[src/rtl/magma_round_ctrl.sv]
// Magma (GOST 28147-89) round sequencer: load, 32 keyed rounds, done.
// Define MAGMA_CTRL_STEP_EN to add a single-step input for board debug.
module magma_round_ctrl #(
  parameter int ROUND_CYCLES = 1,
  parameter int ROUNDS       = 32
) (
  input  logic         clk,
  input  logic         reset,
  input  logic         start,
  input  logic         decrypt,
  input  logic         cancel,
`ifdef MAGMA_CTRL_STEP_EN
  input  logic         step,
`endif
  input  logic [255:0] key_in,
  output logic         ld_en,
  output logic         rnd_en,
  output logic         rnd_last,
  output logic [31:0]  rnd_key,
  output logic [4:0]   round_idx,
  output logic [2:0]   key_idx,
  output logic         busy,
  output logic         done
);

  typedef enum logic [1:0] {
    S_IDLE, S_LOAD, S_ROUND, S_DONE
  } state_t;

  localparam logic [3:0] CNT_LAST = 4'(ROUND_CYCLES - 1);
  localparam logic [4:0] RND_LAST = 5'(ROUNDS - 1);

  state_t       r_state;
  state_t       w_next;
  logic [255:0] r_key;
  logic         r_dir;
  logic [3:0]   r_cnt;
  logic [4:0]   r_rnd;
  logic         w_act;
  logic         w_adv;
  logic         w_rev;
  logic [2:0]   w_kidx;
  logic [31:0]  w_key;

`ifdef MAGMA_CTRL_STEP_EN
  assign w_adv = (r_cnt == CNT_LAST) && step;
`else
  assign w_adv = (r_cnt == CNT_LAST);
`endif

  always_ff @(posedge clk) begin
    if (reset) begin
      r_state <= S_IDLE;
      r_key   <= '0;
      r_dir   <= 1'b0;
      r_cnt   <= '0;
      r_rnd   <= '0;
    end else begin
      r_state <= w_next;
      unique case (r_state)
        S_IDLE: begin
          if (start) begin
            r_key <= key_in;
            r_dir <= decrypt;
            r_cnt <= '0;
            r_rnd <= '0;
          end
        end
        S_ROUND: begin
          if (!cancel) begin
            if (w_adv) begin
              r_cnt <= '0;
              r_rnd <= r_rnd + 5'd1;
            end else if (r_cnt != CNT_LAST) begin
              r_cnt <= r_cnt + 4'd1;
            end
          end
        end
        default: ;
      endcase
    end
  end

  always_comb begin
    w_next   = r_state;
    ld_en    = 1'b0;
    rnd_en   = 1'b0;
    rnd_last = 1'b0;
    busy     = 1'b0;
    done     = 1'b0;
    unique case (r_state)
      S_IDLE: begin
        if (start) w_next = S_LOAD;
      end
      S_LOAD: begin
        busy = 1'b1;
        if (cancel) begin
          w_next = S_IDLE;
        end else begin
          ld_en  = 1'b1;
          w_next = S_ROUND;
        end
      end
      S_ROUND: begin
        busy = 1'b1;
        if (cancel) begin
          w_next = S_IDLE;
        end else if (w_adv) begin
          rnd_en = 1'b1;
          if (r_rnd == RND_LAST) begin
            rnd_last = 1'b1;
            w_next   = S_DONE;
          end
        end
      end
      S_DONE: begin
        done   = 1'b1;
        w_next = S_IDLE;
      end
      default: w_next = S_IDLE;
    endcase
  end

  // Schedule runs K0..K7 forward, then reverses: after round 8 when
  // decrypting, after round 24 when encrypting.
  assign w_act  = (r_state == S_LOAD) || (r_state == S_ROUND);
  assign w_rev  = r_dir ? (r_rnd >= 5'd8) : (r_rnd >= 5'd24);
  assign w_kidx = w_rev ? ~r_rnd[2:0] : r_rnd[2:0];

  always_comb begin
    w_key = '0;
    for (int i = 0; i < 8; i++) begin
      if (w_kidx == 3'(i)) w_key = r_key[255 - 32*i -: 32];
    end
  end

  assign rnd_key   = w_act ? w_key  : '0;
  assign key_idx   = w_act ? w_kidx : '0;
  assign round_idx = w_act ? r_rnd  : '0;

endmodule

[config.mk]
export PLATFORM = sky130hd
export DESIGN_NAME = magma_round_ctrl
export DESIGN_NICKNAME = d
export VERILOG_FILES = /design/src/rtl/magma_round_ctrl.sv
export SDC_FILE = /design/constraint.sdc
export NUM_CORES = 1
export LEC_CHECK = 0
export BUFFER_PORTS_ARGS = -buffer_cell sky130_fd_sc_hd__buf_2
export CORE_MARGIN = 5
export CORE_UTILIZATION = 40
export DETAILED_ROUTE_END_ITERATION = 10
export GPL_TIMING_DRIVEN = 0
export PLACE_DENSITY_LB_ADDON = 0.05
export SLEW_MARGIN = 40
export SYNTH_ARGS = -nofsm -noshare
export SYNTH_HDL_FRONTEND = slang
export SYNTH_SLANG_ARGS = --single-unit
[constraint.sdc]
create_clock -name clk -period 2.7 [get_ports clk]
set_input_delay 0.135 -clock clk [delete_from_list [all_inputs] [get_ports clk]]
set_output_delay 0.135 -clock clk [all_outputs]
set_load 0.01 [all_outputs]
==> After elaboration in Yosys (flattened, before gate mapping) <==
Cells that the tools add are included.
{ "totals": {"reg_bits": 268, "inputBits": 261, "output_inout_bits": 45, "word_cells": 77} }
{ "classes": {"addsub": 2, "n_lt_le_gt_ge": 2, "n_eq_ne": 17, "n_mux": 39, "bitwise": 1, "n_reduce_logical": 11} }
{ "op_table": {"columns": ["cell", "count"], "rows": [
  ["32-bit 2-to-1 mux", 9],
  ["5-bit 2-to-1 mux", 4],
  ["4-bit 2-to-1 mux", 4],
  ["3-bit == test (second input constant)", 4],
  ["1-bit 2-to-1 mux", 12],
  ["2-bit 2-to-1 mux", 5],
  ["5-bit one-hot mux with 2 select lines", 1],
  ["3-bit != test (second input constant)", 3],
  ["2-bit one-hot mux with 4 select lines", 1],
  ["4-bit one-hot mux with 2 select lines", 1],
  ["4-bit AND reduction", 2],
  ["3-bit by 2-bit == test with 1-bit output (second input constant)", 2],
  ["3-bit 2-to-1 mux", 2],
  ["2-bit != test (second input constant)", 3],
  ["5-bit by 1-bit adder with 5-bit output (second input constant)", 1],
  ["5-bit == test (second input constant)", 1],
  ["5-bit by 4-bit >= comparator with 1-bit output (second input constant)", 1],
  ["5-bit >= comparator (second input constant)", 1],
  ["4-bit by 1-bit adder with 4-bit output (second input constant)", 1],
  ["2-bit == test (second input constant)", 2],
  ["4-bit logical NOT", 1],
  ["4-bit nonzero test", 1],
  ["3-bit by 1-bit == test with 1-bit output (second input constant)", 1],
  ["3-bit logical NOT", 1],
  ["8 further kinds", 8]
]} }

==> Logic depth before layout (Yosys ltp) <==
Gate-level depths: netlist (run 1).
{ "logic_depth": {"word_depth": 13, "depth_mapped": 9, "ltp_nobuf": 7} }

==> Least setup slack after synthesis (run 1) <==
OpenSTA, ideal clock, no wires.
{ "synth_path": {"kind": "reg-to-output", "start": "reg r_rnd[1]", "end": "out rnd_key[10]", "arrival_ns": 1.961, "required_ns": 2.565, "slack_ns": 0.604, "path_stages_with_launch": 10, "cell_sequence": "dfxtp_1 > buf_2 > or3b_1 > or2_0 > clkbuf_1 > and2_1 > clkbuf_1 > buf_2 > a311oi_1 > a221o_1"} }
{ "synth_between": {"elab_chain_len": 13, "word_cells_on_any_way": 22} }
{ "synth_rtl": {"columns": ["item", "line", "source"], "rows": [
  ["from (decl)", "38", "logic [4:0] r_rnd;"],
  ["from (signal assigned)", "73", "r_rnd <= r_rnd + 5'd1;"],
  ["5-bit >= comparator / 5-bit by 4-bit >= comparator with 1-bit output (equally long branches)", "127", "assign w_rev = r_dir ? (r_rnd >= 5'd8) : (r_rnd >= 5'd24);"],
  ["1-bit 2-to-1 mux", "127", null],
  ["3-bit 2-to-1 mux (*)", "128", "assign w_kidx = w_rev ? ~r_rnd[2:0] : r_rnd[2:0];"],
  ["3-bit logical NOT", "133", "if (w_kidx == 3'(i)) w_key = r_key[255 - 32*i -: 32];"],
  ["32-bit 2-to-1 mux (7 in a row)", "133", null],
  ["32-bit 2-to-1 mux (*)", "133", null],
  ["32-bit 2-to-1 mux (*)", "137", "assign rnd_key = w_act ? w_key : '0;"],
  ["to (decl)", "19", "output logic [31:0] rnd_key,"]
]} }
Mark *: on every way between the ends. The rest lies on a longest branch, timed or not.

==> Worst setup path after layout (run 1) <==
{ "layout_path": {"start": "reg r_rnd[3]", "end": "out rnd_key[25]"} }
{ "layout_between": {"elab_chain_len": 13, "word_cells_on_any_way": 21} }
{ "layout_rtl": {"columns": ["item", "line"], "rows": [
  ["5-bit >= comparator / 5-bit by 4-bit >= comparator with 1-bit output (equally long branches)", "127"],
  ["1-bit 2-to-1 mux (*)", "127"],
  ["3-bit 2-to-1 mux (*)", "128"],
  ["3-bit logical NOT", "133"],
  ["32-bit 2-to-1 mux (7 in a row)", "133"],
  ["32-bit 2-to-1 mux (*)", "133"],
  ["32-bit 2-to-1 mux (*)", "137"]
]} }
Marked as above.

==> impl_metrics.env, run 1 <==
export IMPL_floorplan_initialDensity_pct=40.4
export IMPL_syn_avg_cell_area_sq_um=7.26
export IMPL_yosysTopAreaCell="dfxtp_1"
export IMPL_grt_overflow=0
export IMPL_crit_path_start_kind="flip-flop"
export IMPL_gp_congestion=0.948
export IMPL_power_internal_mw=7.96
export IMPL_p_clk_share_pct=42.5
export IMPL_die_area_sq_um=34500
export IMPL_power_density_nw_per_um2=553
export IMPL_synth_async_sr_flop_share_pct=0
export IMPL_io_buffers=305
export IMPL_yosysMostFrequentCell="nand2_1"
export IMPL_pre_cts_slack_ns=-0.471
export IMPL_cts_buffers_inserted=30
export IMPL_syn_to_final_growth_pct=60.4
export IMPL_outcome="complete, but fails checks"
export IMPL_seqPwrFrac_pct=40.6
export IMPL_rsz0062_at_grt="true"
export IMPL_dp_cells=2400
export IMPL_fin_skew_ns=0.00883
export IMPL_violations="negative setup slack"
export IMPL_routed_via_density=5.40
export IMPL_wl_per_cell_um=20.1
export IMPL_maxCapViolations=0
export IMPL_synth_seq_cells=268
export IMPL_core_area_sq_um=30500
export IMPL_hold_ws_ns=0.357
export IMPL_ys_top_cells_by_count="nand2_1, a21oi_1, dfxtp_1"
export IMPL_clock_path_buffers=3
export IMPL_drt_first_pass_iters=7
export IMPL_die_width_um=186
export IMPL_hold_violations=0
export IMPL_final_util_pct=64.9
export IMPL_synth_nets=1970
export IMPL_synth_main_ff_cell="dfxtp_1"
export IMPL_instances_no_fill=2749
export IMPL_fmax_ghz=0.329
export IMPL_p_comb_share_pct=16.9
export IMPL_min_period_ns=3.04
export IMPL_grt_pass1_wl_um=81800
export IMPL_synth_edf_count=0
export IMPL_vias=14800
export IMPL_finalMaxSlewViolations=0
export IMPL_die_h_um=186
export IMPL_grt_usage_pct=30.4
export IMPL_cts_tree="built"
export IMPL_drive_gt1_share_pct=24.2
export IMPL_cp_arrival_ns=2.90
export IMPL_route_detailed_drc=0
export IMPL_setup_ws_ns=-0.337
export IMPL_ys_warn_count=0
export IMPL_root_buffer="clkbuf_16"
export IMPL_antenna_found_initial=1
export IMPL_crit_fanout=10
export IMPL_finalSetupViolCount=32
export IMPL_nets=2599
export IMPL_yosysSeqAreaShare_pct=43.5
export IMPL_cts_clk_slew_worst_paths_ns=0.07
export IMPL_place_area_sq_um=14400
export IMPL_post_route_period_util_pct=112
export IMPL_boundaryPins=306
export IMPL_drtAntennaViolNets=0
export IMPL_placement_rows=64
export IMPL_clock_latency_ns=0.56
export IMPL_final_area_sq_um=19800
export IMPL_htreeDepth=1
export IMPL_finalPower_mw=10.9
export IMPL_grt_pass1_vias=14600
export IMPL_synth_top_area_share_pct=43.5
export IMPL_ir_drop_uv=471
export IMPL_worst_pin_slew_ns=0.804
export IMPL_syn_inst=1699
export IMPL_p_leak_nw=7.87
export IMPL_holdCritPathClass="in -> reg"
export IMPL_slew_headroom_pct=46.4
export IMPL_synth_area_sq_um=12300
export IMPL_cts_sinks=268
export IMPL_switching_power_mw=2.99
export IMPL_grt_max_degree=15
export IMPL_first_iter_violations=1108
export IMPL_synth_cell_types=48
export IMPL_dp_hpwl_um=39400
export IMPL_path_class="reg -> out"
export IMPL_swShare_pct=27.3
export IMPL_drt_wl_total_um=55300
export IMPL_cp_end_kind="output port"
export IMPL_timing_setup_tns_ns=-8.38
export IMPL_required_ns=2.57
export IMPL_synthTopCellsByArea="dfxtp_1, nand2_1, a21oi_1, clkbuf_1, nand3_1"
==> placed cells by master (no fill, tap or decap), types with 5 or more instances in the layout <==
| master | netlist | final |
|---|---|---|
| nand2_1 | 592 | 590 |
| buf_2 | 16 | 309 |
| a21oi_1 | 295 | 278 |
| dfxtp_1 | 268 | 264 |
| dlygate4sd3_1 | 0 | 260 |
| clkbuf_1 | 130 | 89 |
| nand3_1 | 67 | 66 |
| clkbuf_16 | 0 | 36 |
| o21ai_1 | 0 | 33 |
| a22o_1 | 32 | 32 |
| a221o_1 | 31 | 31 |
| nor2_1 | 43 | 27 |
| o21ai_0 | 64 | 24 |
| a311oi_4 | 0 | 24 |
| clkbuf_2 | 0 | 20 |
| a41oi_1 | 30 | 20 |
| buf_4 | 3 | 19 |
| buf_6 | 1 | 18 |
| a21oi_2 | 0 | 16 |
| buf_12 | 0 | 11 |
| clkbuf_4 | 0 | 9 |
| nor2_2 | 0 | 9 |
| ha_1 | 10 | 9 |
| clkinv_2 | 0 | 8 |
| a41oi_2 | 0 | 8 |
| bufinv_16 | 0 | 8 |
| and2_1 | 9 | 7 |
| buf_8 | 0 | 7 |
| nor2_4 | 0 | 7 |
| clkbuf_8 | 0 | 7 |
| buf_1 | 7 | 5 |
| inv_1 | 5 | 5 |
| and3_1 | 5 | 5 |
| a311oi_2 | 0 | 5 |
==> path summary, 6_finish.rpt <==
| check | startpoint | endpoint | slack (ns) | cells past startpoint |
|---|---|---|---|---|
| worst min-delay path | key_in[201] | r_key[201] | 0.36 | 4 |
| worst max-delay path | r_rnd[3] | rnd_key[25] | -0.34 | 8 |
| worst max register to register | r_state[1] | r_key[141] | 0.16 | 8 |
| worst min register to register | r_key[253] | r_key[253] | 0.45 | 2 |
==> repair_timing <==
| action | 4_1_cts | 5_1_grt |
|---|---|---|
| buffers inserted | 22 | 11 |
| resized for setup | 241 | 114 |
| cloned | 7 | 5 |
| hold endpoints to repair | 262 | 0 |
| hold buffers | 260 | 0 |
| pin swaps | 48 | 48 |
| endpoints found under the setup margin | 39 | 107 |
==> final cells by class <==
cell class	count	area, sq um
Buffer	149	867
Fill cell	2640	10700
Sequential cell	268	5380
Tap cell	396	495
Timing Repair Buffer	605	4680
Clock buffer	37	818
Multi-Input combinational cell	1268	7230
Inverter	6	23.8
Antenna cell	1	2.50
Clock inverter	19	307
==> kinds of logic (layout without fill, tap and decap cells) <==
group | after synthesis | count (layout) | synth area share [%]
buffers and inverters | 163 | 816 | 5.27
multiplexers | 7 | 7 | 0.608
other | 0 | 1 | 0
XOR/XNOR | 6 | 6 | 0.426
flip-flops | 268 | 268 | 43.5
adder cells (fa/ha/maj) | 12 | 12 | 1.20
AO/OA/AOI/OAI | 497 | 497 | 24.6
AND/OR/NAND/NOR | 746 | 746 | 24.4
==> registers in the layout, summed over array words and instances (netlist names) <==
register,count
r_rnd,5
r_dir,1
r_key,256
r_cnt,4
r_state,2
==> power groups by stage <==
stage / clock network, mW / logic [mW] / registers (mW)
finish: 4.65 / 1.85 / 4.44
global route: 4.85 / 2.01 / 4.47
CTS: 4.70 / 1.79 / 4.43
detailed placement: 0 / 1.39 / 4.51
global placement: 0 / 1.38 / 4.50
floorplan: 0 / 0.796 / 4.43
==> per-layer routing <==
layer	wire (um)	GRT usage (%)	share of wire (%)
met5	13	0	0.024
met1	23500	41.1	43
met4	1870	9.47	3.4
met3	4310	4.14	7.8
met2	25600	50.7	46
==> critical path, cell delays in order, from the launching register on <==
cell,delay (ns)
dfxtp_4,0.35
maj3_4,0.38
buf_6,0.17
nor2b_4,0.28
clkbuf_8,0.24
o21ai_1,0.10
a311oi_4,0.46
a221o_1,0.22
buf_2,0.13
Power figures use the tool's default switching activity.
==> run 2: changes to the inputs <==
==> constraint.sdc (replaced) <==
create_clock -name clk -period 2.7 [get_ports clk]
set_input_delay 0.27 -clock clk [delete_from_list [all_inputs] [get_ports clk]]
set_output_delay 0.27 -clock clk [all_outputs]
set_load 0.01 [all_outputs]
==> run 2 against run 1 <==
- flip-flop and latch count stayed put
- largest power group unchanged
- design area is 0.58% lower
- the flow finishes with violations (negative hold slack, negative setup slack)
- total power is 0.17% lower
- sequential share of layout area is 0.16 points higher
- combinational power hardly changed
- utilization is 0.38 points lower
- clock skew is 0.00077 ns higher
- routed wire length is 0.72% lower
==> impl_metrics.env, run 2 (synthesis gave the netlist of run 1 again) <==
export IMPL_path_class="reg -> out"
export IMPL_fin_skew_ns=0.00960
export IMPL_grt_overflow=0
export IMPL_route_detailed_drc=0
export IMPL_htreeDepth=1
export IMPL_ir_drop_uv=468
export IMPL_min_period_ns=3.17
export IMPL_fmax_ghz=0.315
export IMPL_clock_path_buffers=3
export IMPL_cp_arrival_ns=2.90
export IMPL_p_clk_share_pct=42.5
export IMPL_cts_sinks=268
export IMPL_swShare_pct=27.2
export IMPL_hold_violations=1
export IMPL_rsz0062_at_grt="true"
export IMPL_worst_pin_slew_ns=0.845
export IMPL_seqPwrFrac_pct=40.6
export IMPL_gp_congestion=0.948
export IMPL_drtAntennaViolNets=0
export IMPL_nets=2588
export IMPL_floorplan_initialDensity_pct=40.4
export IMPL_clock_latency_ns=0.56
export IMPL_cts_tree="built"
export IMPL_worst_hold_path_num_cells=3
export IMPL_grt_max_degree=15
export IMPL_cts_clk_slew_worst_paths_ns=0.07
export IMPL_diodes=0
export IMPL_mostFrequentLayoutCells="nand2_1, buf_2, a21oi_1"
export IMPL_power_internal_mw=7.95
export IMPL_crit_path_start_kind="flip-flop"
export IMPL_holdCritPathClass="in -> reg"
export IMPL_p_leak_nw=7.82
export IMPL_crit_fanout=7
export IMPL_drt_wl_total_um=54900
export IMPL_required_ns=2.43
export IMPL_slowest_stage="a311oi_4"
export IMPL_max_stage_delay_ns=0.41
export IMPL_min_from="key_in[107]"
export IMPL_p_comb_share_pct=16.8
export IMPL_r2r_start="r_state[0]"
export IMPL_hold_ws_ns=-0.00464
export IMPL_final_common_cell="nand2_1"
export IMPL_grt_pass1_vias=14500
export IMPL_violations="negative hold slack, negative setup slack"
export IMPL_boundaryPins=306
export IMPL_path_cells="or3b_4, or2_4, and2_4, buf_6, buf_12, a311oi_4, a221o_1, buf_2"
export IMPL_grt_pass1_wl_um=81300
export IMPL_drive_gt1_share_pct=24.3
export IMPL_root_buffer="clkbuf_16"
export IMPL_routed_via_density=5.37
export IMPL_setup_ws_ns=-0.473
export IMPL_largest_reg_flops=256
export IMPL_vias=14700
export IMPL_hold_end="r_key[107]"
export IMPL_io_buffers=305
export IMPL_maxCapViolations=0
export IMPL_largest_register="r_key"
export IMPL_reg2reg_to="r_key[127]"
export IMPL_rr_worst_depth=8
export IMPL_die_h_um=186
export IMPL_die_area_sq_um=34500
export IMPL_first_iter_violations=1019
export IMPL_wl_per_cell_um=20.1
export IMPL_cts_buffers_inserted=30
export IMPL_outcome="complete, but fails checks"
export IMPL_finalPower_mw=10.9
export IMPL_finalSetupViolCount=32
export IMPL_syn_to_final_growth_pct=59.5
export IMPL_antenna_found_initial=1
export IMPL_post_route_period_util_pct=118
export IMPL_dp_hpwl_um=39400
export IMPL_r2r_slack_ns=0.12
export IMPL_slew_headroom_pct=43.7
export IMPL_top_regs="r_key: 256 flops, r_rnd: 5 flops, r_cnt: 4 flops"
export IMPL_switching_power_mw=2.98
export IMPL_core_area_sq_um=30500
export IMPL_power_density_nw_per_um2=555
export IMPL_drt_first_pass_iters=6
export IMPL_die_width_um=186
export IMPL_placement_rows=64
export IMPL_finalMaxSlewViolations=0
export IMPL_cp_end_kind="output port"
export IMPL_grt_usage_pct=30.2
run 2: cell count changes in the layout (fill, tap and decap cells not counted), sizes merged:
cell | previous run | this run
buf | 370 | 371
clkbuf | 161 | 159
diode | 1 | 0
dlygate4sd3 | 260 | 250
run 2: power by group through the flow:
stage / sequential, mW / combinational, mW / clock, mW
6_report: 4.44 / 1.84 / 4.65
5_1_grt: 4.47 / 2.00 / 4.85
4_1_cts: 4.43 / 1.78 / 4.70
3_5_place_dp: 4.51 / 1.39 / 0
3_3_place_gp: 4.50 / 1.38 / 0
2_1_floorplan: 4.43 / 0.796 / 0
run 2: worst max path at each step:
stage	from	endpoint	slack, ns
floorplan	r_rnd[1]	rnd_key[10]	0.47
global placement	r_rnd[1]	rnd_key[24]	-0.56
detailed placement	r_rnd[3]	rnd_key[24]	-0.61
CTS	r_dir	rnd_key[3]	-0.42
global route	r_rnd[1]	rnd_key[25]	-0.50
finish	r_rnd[1]	rnd_key[15]	-0.47
run 2: critical path, delay by kind of cell, from the launching register on:
family                 cells  cell delay (ns)
and+or+nand+nor            3             0.85
AOI/OAI and AO/OA          2             0.67
buffers and inverters      3             0.42
DFF                        1             0.39
run 2: metal layers:
layer | routed length (um) | track usage, % | vias up | share of wire (%)
li1 | - | - | 7075 | -
met4 | 1810 | 9.15 | 2 | 3.3
met3 | 4400 | 4.26 | 108 | 8.0
met5 | 13 | 0 | - | 0.024
met1 | 23200 | 41.0 | 6914 | 42
met2 | 25500 | 50.3 | 610 | 46
run 2: metrics by stage:
step	instances	area [sq um]	TNS (ns)	utilization [%]	worst slack [ns]
3_5_place_dp	2400	14400	-13.48	47.1	-0.606
4_1_cts	2728	19300	-12.45	63.2	-0.422
6_report	2737	19700	-12.89	64.5	-0.473
5_1_grt	2737	19700	-14.42	64.5	-0.504
2_1_floorplan	1699	12300	0	-	0.469
3_3_place_gp	2400	14400	-12.82	47.1	-0.558
run 2: final cells by class:
class	count	area, sq um
multi-input cells	1268	7220
well taps	396	495
plain buffers	150	891
fillers	2664	10800
repair buffers	593	4550
clock inverters	19	307
inverters	6	23.8
clock buffers	37	818
flip-flops and latches	268	5380
run 2: repair_timing:
action | in CTS | in global routing
endpoints found under the setup margin | 39 | 110
hold buffers | 248 | 2
pin swaps | 48 | 46
cloned | 7 | 4
hold endpoints to repair | 248 | 2
buffers inserted | 22 | 9
gates resized for setup | 243 | 107
==> run 3: changes to the inputs <==
clock period = 3.85 ns   (was 2.7 ns; I/O delays follow)
==> run 3 against run 2 <==
- the flow now finishes without violations
- combinational power is 46% lower
- critical path depth rose by 1
- sequential power down 30%
- global-route usage down 3.0 points
- register-to-register slack gained 1.0 ns
- non-clock buffer count is 281 lower
- die area is the same
- first-iteration DRC count up 2.9%
- utilization fell by 13 points
- clock power is 30% lower
- sequential share of layout area increased by 7.0 points
- routed wire length fell by 10%
==> impl_metrics.env, run 3 (synthesis gave the netlist of run 1 again) <==
export IMPL_path_cells="maj3_2, buf_6, mux2i_2, buf_4, buf_2, nor2_1, a311oi_2, a221o_1, buf_2"
export IMPL_final_common_cell="nand2_1"
export IMPL_placement_rows=64
export IMPL_boundaryPins=306
export IMPL_core_area_sq_um=30500
export IMPL_cts_setup_buffers=0
export IMPL_finalMaxSlewViolations=0
export IMPL_instances_no_fill=2456
export IMPL_antenna_found_initial=0
export IMPL_mostFrequentLayoutCells="nand2_1, buf_2, a21oi_1"
export IMPL_crit_path_start_kind="flip-flop"
export IMPL_dp_cells=2400
export IMPL_hold_ws_ns=0.0617
export IMPL_cts_clk_slew_worst_paths_ns=0.07
export IMPL_cts_buffers_inserted=30
export IMPL_floorplan_initialDensity_pct=40.4
export IMPL_path_class="reg -> out"
export IMPL_hold_violations=0
export IMPL_met1_usage_pct=39.3
export IMPL_fmax_ghz=0.266
export IMPL_finalSetupViolCount=0
export IMPL_finalPower_mw=7.37
export IMPL_timing_setup_tns_ns=0
export IMPL_largest_register="r_key"
export IMPL_p_leak_nw=6.17
export IMPL_htreeDepth=1
export IMPL_grt_max_degree=15
export IMPL_io_buffers=305
export IMPL_grt_pass1_wl_um=72100
export IMPL_worst_pin_slew_ns=0.808
export IMPL_cts_sinks=268
export IMPL_slowest_stage="a311oi_2"
export IMPL_diodes=0
export IMPL_power_density_nw_per_um2=472
export IMPL_cp_end_kind="output port"
export IMPL_maxCapViolations=0
export IMPL_crit_fanout=10
export IMPL_routed_via_density=5.40
export IMPL_gp_congestion=0.948
export IMPL_slew_headroom_pct=46.1
export IMPL_route_detailed_drc=0
export IMPL_min_period_ns=3.76
export IMPL_max_stage_delay_ns=0.49
export IMPL_vias=13300
export IMPL_die_h_um=186
export IMPL_drt_wl_total_um=49300
export IMPL_cts_tree="built"
export IMPL_drive_gt1_share_pct=19.9
export IMPL_wl_per_cell_um=20.1
export IMPL_largest_reg_flops=256
export IMPL_top_regs="r_key: 256 flops, r_rnd: 5 flops, r_cnt: 4 flops"
export IMPL_required_ns=3.46
export IMPL_die_width_um=186
export IMPL_syn_to_final_growth_pct=26.5
export IMPL_dp_hpwl_um=39400
export IMPL_drt_first_pass_iters=6
export IMPL_met3_usage_pct=4.05
export IMPL_cp_common_cell="buf_2"
export IMPL_grt_busiest_layer="met2"
export IMPL_ir_drop_uv=330
export IMPL_root_buffer="clkbuf_16"
export IMPL_first_iter_violations=1049
export IMPL_grt_pass1_vias=12600
export IMPL_cp_arrival_ns=3.37
export IMPL_rsz0062_at_grt="false"
export IMPL_clock_latency_ns=0.56
export IMPL_grt_usage_pct=27.2
export IMPL_nets=2307
export IMPL_clock_path_buffers=3
export IMPL_drtAntennaViolNets=0
export IMPL_outcome="completed"
export IMPL_fin_skew_ns=0.00968
export IMPL_holdCritPathClass="in -> reg"
export IMPL_post_route_period_util_pct=97.6
export IMPL_grt_overflow=0
export IMPL_use_met2_pct=42.8
export IMPL_die_area_sq_um=34500
export IMPL_final_util_pct=51.2
## run 3: worst max-delay path, delay by kind of cell (launching register included)
family	cells	cell delay (ns)
AOI/OAI and AO/OA	2	0.73
adders and majority gates	1	0.31
buffers and inverters	4	0.84
DFF	1	0.46
muxes	1	0.35
and+or+nand+nor	1	0.11
## run 3: timing repair
item / 4_1_cts / 5_1_grt
hold buffers: 0 / 0
setup endpoints to repair: 18 / 25
pin swaps: 0 / 1
gates cloned: 0 / 0
resized for setup: 17 / 6
## run 3: final timing paths
kind	startpoint	endpoint	slack, ns	cells past startpoint
max	r_rnd[3]	rnd_key[24]	0.09	9
min	key_in[135]	r_key[135]	0.06	3
max reg2reg	r_state[0]	r_key[226]	1.15	8
min reg2reg	r_key[246]	r_key[246]	0.45	2
## run 3: power breakdown
group          internal (mW)  switching (mW)
clock                   2.04            1.22
sequential              2.97           0.136
combinational          0.344           0.653
total                   5.36            2.01
## run 3: per-stage QoR
| stage | cell area [sq um] | setup slack [ns] |
|---|---|---|
| finish | 15600 | 0.0920 |
| global route | 15600 | 0.0190 |
| CTS | 15600 | 0.00426 |
| floorplan | 12300 | 1.50 |
| global placement | 14400 | 0.477 |
| detailed placement | 14400 | 0.429 |
## run 3: layer usage
layer | wire length [um] | part of all wire [%] | up-vias
li1 | - | - | 6516
met1 | 22200 | 45 | 6159
met2 | 21700 | 44 | 528
met3 | 4070 | 8.2 | 70
met4 | 1360 | 2.7 | 0
met5 | 0 | 0 | -
## run 3: final cells by class
type / count / area (sq um)
fill: 3213 / 14900
clock buffer: 37 / 818
timing repair buffer: 305 / 1530
inverter: 6 / 22.5
clock inverter: 19 / 307
tap: 396 / 495
multi-input combinational: 1268 / 6450
sequential: 268 / 5370
buffer: 157 / 629
